File: src/rtl/alarm_pkg.sv
// Shared types and constants for the car-alarm timing path: FSM state
// encoding, interval codes understood by time_parameters, default tick rate.
package alarm_pkg;

  typedef enum logic [1:0] {
    ST_IDLE   = 2'b00,
    ST_LOAD   = 2'b01,
    ST_COUNT  = 2'b10,
    ST_EXPIRE = 2'b11
  } state_e;

  localparam logic [1:0] INT_ARM_DELAY = 2'b00;
  localparam logic [1:0] INT_DRIVER    = 2'b01;
  localparam logic [1:0] INT_PASSENGER = 2'b10;
  localparam logic [1:0] INT_ALARM_ON  = 2'b11;

  // Nominal 1 s count unit at 27 MHz.
  localparam int unsigned TICK_CYCLES_DEFAULT = 27_000_000;

endpackage : alarm_pkg

File: src/rtl/tick_divider.sv
// Free-running divider producing a one-cycle tick every TICK_CYCLES enabled
// clocks. Ports: clk, rst_n (async low), clear (sync reset of the count),
// enable (advance count), tick (high while count is at its last value).
module tick_divider
  import alarm_pkg::*;
#(
  parameter int unsigned TICK_CYCLES = TICK_CYCLES_DEFAULT
) (
  input  logic clk,
  input  logic rst_n,
  input  logic clear,
  input  logic enable,
  output logic tick
);

  localparam int unsigned CW = (TICK_CYCLES > 1) ? $clog2(TICK_CYCLES) : 1;
  localparam logic [CW-1:0] LAST = CW'(TICK_CYCLES - 1);

  logic [CW-1:0] cnt_q, cnt_d;

  // Count register.
  always_ff @(posedge clk or negedge rst_n) begin
    if (!rst_n) cnt_q <= '0;
    else        cnt_q <= cnt_d;
  end

  // Clear wins over enable; wrap to zero on the tick cycle.
  always_comb begin
    cnt_d = cnt_q;
    if (clear) begin
      cnt_d = '0;
    end else if (enable) begin
      cnt_d = (cnt_q == LAST) ? '0 : cnt_q + CW'(1);
    end
  end

  assign tick = enable && (cnt_q == LAST);

endmodule : tick_divider

File: src/rtl/alarm_timer.sv
// Countdown timer for the car alarm. Requests a duration from time_parameters
// via `interval`, latches the returned `value` once, counts it down in units
// of TICK_CYCLES clocks and pulses `expired` for one cycle at zero.
// Ports: clk, rst_n (async low), start_timer, stop_timer, interval_req[1:0],
// value[3:0] (from time_parameters) -> interval[1:0], expired, busy,
// remaining[3:0]. All outputs are registers or state decodes.
module alarm_timer
  import alarm_pkg::*;
#(
  parameter int unsigned TICK_CYCLES = TICK_CYCLES_DEFAULT
) (
  input  logic       clk,
  input  logic       rst_n,
  input  logic       start_timer,
  input  logic       stop_timer,
  input  logic [1:0] interval_req,
  input  logic [3:0] value,
  output logic [1:0] interval,
  output logic       expired,
  output logic       busy,
  output logic [3:0] remaining
);

  state_e     state_q, state_d;
  logic [1:0] interval_q, interval_d;
  logic [3:0] remaining_q, remaining_d;
  logic       tick_c;
  logic       div_clear_c;

  // Divider only runs in COUNT; held at zero elsewhere so COUNT always
  // begins from a fresh count unit.
  assign div_clear_c = start_timer || (state_q != ST_COUNT);

  tick_divider #(
    .TICK_CYCLES (TICK_CYCLES)
  ) u_tick_divider (
    .clk    (clk),
    .rst_n  (rst_n),
    .clear  (div_clear_c),
    .enable (state_q == ST_COUNT),
    .tick   (tick_c)
  );

  // State and datapath registers.
  always_ff @(posedge clk or negedge rst_n) begin
    if (!rst_n) begin
      state_q     <= ST_IDLE;
      interval_q  <= INT_ARM_DELAY;
      remaining_q <= 4'd0;
    end else begin
      state_q     <= state_d;
      interval_q  <= interval_d;
      remaining_q <= remaining_d;
    end
  end

  // Next state: start beats stop beats the normal flow.
  always_comb begin
    state_d     = state_q;
    interval_d  = interval_q;
    remaining_d = remaining_q;
    if (start_timer) begin
      state_d    = ST_LOAD;
      interval_d = interval_req;
    end else if (stop_timer && (state_q == ST_LOAD || state_q == ST_COUNT)) begin
      state_d     = ST_IDLE;
      remaining_d = 4'd0;
    end else begin
      unique case (state_q)
        ST_IDLE: ;
        ST_LOAD: begin
          // value is sampled only here; later reprogramming is ignored.
          remaining_d = value;
          state_d     = (value == 4'd0) ? ST_EXPIRE : ST_COUNT;
        end
        ST_COUNT: begin
          if (tick_c) begin
            if (remaining_q <= 4'd1) begin
              remaining_d = 4'd0;
              state_d     = ST_EXPIRE;
            end else begin
              remaining_d = remaining_q - 4'd1;
            end
          end
        end
        ST_EXPIRE: state_d = ST_IDLE;
        default:   state_d = ST_IDLE;
      endcase
    end
  end

  assign interval  = interval_q;
  assign remaining = remaining_q;
  assign expired   = (state_q == ST_EXPIRE);
  assign busy      = (state_q == ST_LOAD) || (state_q == ST_COUNT);

endmodule : alarm_timer

File: config.mk
export PLATFORM = sky130hd
export DESIGN_NAME = alarm_timer
export DESIGN_NICKNAME = d
export VERILOG_FILES = /design/src/rtl/alarm_pkg.sv /design/src/rtl/tick_divider.sv /design/src/rtl/alarm_timer.sv
export SDC_FILE = /design/constraint.sdc
export NUM_CORES = 1
export LEC_CHECK = 0
export CAP_MARGIN = 25
export CORE_MARGIN = 5
export CORE_UTILIZATION = 50
export CTS_CLUSTER_DIAMETER = 200
export DETAILED_ROUTE_END_ITERATION = 10
export PLACE_DENSITY = 0.71
export SYNTH_ARGS = -nofsm -noshare
export SYNTH_HDL_FRONTEND = slang
export SYNTH_SLANG_ARGS = --single-unit
File: constraint.sdc
create_clock -name clk -period 2.1 [get_ports clk]
set_clock_uncertainty 0.15 [all_clocks]
set_input_delay 0.525 -clock clk [delete_from_list [all_inputs] [get_ports clk]]
set_output_delay 0.525 -clock clk [all_outputs]
set_load 0.005 [all_outputs]
==> reports/results.ini <==
[outcome]
status=finished, final reports clean

[clock_tree]
cts_max_level=2
clock_path_buffers=2
cts_tree=yes
clk_latency_ns=0.33
cts_root_buffer=clkbuf_4
cts_inserted_buffers=5
clk_pin_slew_ns=0.10
clock_sinks=33

[routing]
first_pass_iters=4
ant_nets=0
vias=1520
drc=0
drt_iter0_drc=99
vias_per_cell=5.568
wl_per_cell_microns=14.00
drt_wl_total_mm=3.821

[placement]
place_worst_setup_slack_ns=-0.1629
hpwl_mm=2.685
numPortBuffers=17
gp_congestion=0.7983
placed_cells=260

[final_layout]
syn2layout_area_growth_pct=21.26
final_core_util_pct=64.14
layout.nets=242
final-instance-count-excl-fill=273
drive_above_1_share_pct=14.98
n_antenna_cell=0

[synthesis]
ys_seq_area_share_pct=45.71
ys_async_sr_fraction_pct=100.0
synth_edf_count=0
synth-main-ff-cell=dfrtp_1
netlist_area_sq_um=1807
synth_top_area_share_pct=45.71
syn_inst=190
synthesis.nets=206
synth_area_per_cell_sq_um=9.509
synth.largest_area_cell=dfrtp_1
ys_top_cells_by_count=dfrtp_1, nor2_1, nand2_1
synth_seq_cells=33
synth_top_cells_by_area=dfrtp_1, nor2_1, xnor2_1, xor2_1, ha_1
yosys_warnings=0
synth_most_common_cell=dfrtp_1
ys_types=37

[sta]
setup_tns_ns=0
min_period_ns=2.022
setup_viol=0
finalCritPeriodShare_pct=96.28
maxSlewViolCount=0
max_freq_mhz=494.6
relSlewSlack_pct=72.37
tightest_slew_ns=0.4137
finalHoldViolations=0
setup_ws_ns=0.07815

[worst_setup_path]
worst-path-max-fanout=5
crit_chain=inv_1 -> ha_1 -> nor2_1 -> o31ai_2 -> o31a_1 -> o32ai_2 -> mux2_4
cp_top_family=compound AO/OA/AOI/OAI gates
path_buf_inv=1
cp_data_required_time_ns=2.17
critical_path_class=register to register
cp_slowest_cell=dfrtp_1
r2r-start=remaining[0]
cp-start-kind=register
cp_data_arrival_time_ns=2.09
slowest_delay_ns=0.43
critPathLaunch=remaining[0]
cp-end-kind=register

[flow_run]
drv_cap=0

[pwr]
power_frac_seq_pct=40.4
p_leak_nw=0.8510
ir_drop_mv=0.3942
switching_power_mw=0.6203
swShare_pct=33.52
p_comb_share_pct=41.7
p_clk_share_pct=17.8
power_per_cell_area_nw_per_um2=844.5
internal_power_mw=1.230

[die]
dieArea_sq_um=4915
die_h_microns=70.11
core_sq_um=3416
io-pin-count=18
start_util_pct=52.89
die_w_microns=70.11
rows=21

[worst_hold_path]
hold_start=u_tick_divider.cnt_q[0]
hp-class=register to register

[global_route]
grt_usage_pct=16.65
first_global_vias=1535
grt_first_pass_wirelength_mm=6.624
grt_max_degree=34
grt_overflow=0
antenna_found_initial=0

==> sequential cells by signal, summed over array words and instances (netlist names) <==
register              count
u_tick_divider.cnt_q     25
state_q                   2
interval                  2
remaining                 4
==> power groups by stage <==
stage	logic [mW]	registers (mW)	clock network (mW)
detailed placement	0.664	0.768	0
finish	0.772	0.748	0.330
CTS	0.761	0.742	0.344
global placement	0.647	0.762	0
floorplan	0.401	0.758	0
global route	0.841	0.756	0.369
==> routing by layer <==
layer	global-route usage, %	wire, microns	vias to the layer above
met1	18.45	1653	738
met2	29.28	1919	32
li1	-	-	743
met3	5.739	180	7
met4	6.170	68	0
met5	0	0	-
==> final timing paths <==
path	end	slack, ns	cells after the start
max	state_q[1]	0.08	7
min	u_tick_divider.cnt_q[0]	0.35	1
max reg2reg	state_q[1]	0.08	7
min reg2reg	u_tick_divider.cnt_q[0]	0.35	1
max in group asynchronous	u_tick_divider.cnt_q[6]	1.06	2
min in group asynchronous	state_q[0]	0.44	2
==> cells in the final DEF (no fill, tap or decap), drive strengths merged, types with 2 or more instances in the layout <==
| cell | Yosys | layout |
|---|---|---|
| dfrtp | 33 | 33 |
| xor2 | 10 | 10 |
| or3 | 2 | 2 |
| nand2 | 16 | 16 |
| inv | 10 | 10 |
| nand4 | 8 | 8 |
| o22ai | 4 | 4 |
| buf | 4 | 16 |
| xnor2 | 12 | 12 |
| a21oi | 8 | 8 |
| nor4 | 5 | 5 |
| nor3 | 8 | 8 |
| ha | 6 | 6 |
| clkbuf | 0 | 9 |
| mux2 | 3 | 3 |
| o21ai | 3 | 3 |
| o32ai | 2 | 2 |
| nor2 | 31 | 31 |
| or4 | 2 | 2 |
| and4 | 3 | 3 |
| nand3 | 7 | 7 |
| clkdlybuf4s50 | 0 | 15 |
==> what timing repair did <==
item	CTS	global route
resized for setup	4	5
hold buffers	0	0
buffers inserted	5	0
endpoints found under the setup margin	2	7
pin swaps	1	1
==> metrics by stage <==
step                power [mW]  cell area (sq um)  hold WS (ns)
floorplan                1.158               1807       0.07941
global placement         1.409               2085        0.3173
CTS                      1.846               2182        0.3405
detailed placement       1.432               2085        0.3275
finish                   1.850               2191        0.3454
global route             1.966               2191        0.3747
==> final cells by class <==
class / count / area [sq um]
fill: 271 / 1225
multi-input combinational: 143 / 937.1
sequential: 33 / 825.8
timing repair buffer: 33 / 284.0
tap: 46 / 57.56
clock buffer: 8 / 48.80
inverter: 10 / 37.54
==> worst register-to-register path: stages, from the launching register on <==
cell	delay, ns
dfrtp_1	0.43
inv_1	0.09
ha_1	0.24
nor2_1	0.15
o31ai_2	0.09
o31a_1	0.14
o32ai_2	0.28
mux2_4	0.33
==> cell families (layout without fill, tap and decap cells) <==
| family | Yosys count | count (layout) | share of synthesized area, % |
|---|---|---|---|
| adders and majority gates | 6 | 6 | 4.155 |
| DFF | 33 | 33 | 45.71 |
| xor gates and xnor gates | 22 | 22 | 10.66 |
| buffers and inverters | 14 | 51 | 3.878 |
| AOI/OAI and AO/OA | 23 | 23 | 8.865 |
| muxes | 3 | 3 | 2.077 |
| and+or+nand+nor | 89 | 89 | 24.65 |
Note: power is estimated with default switching activity, not from simulation.
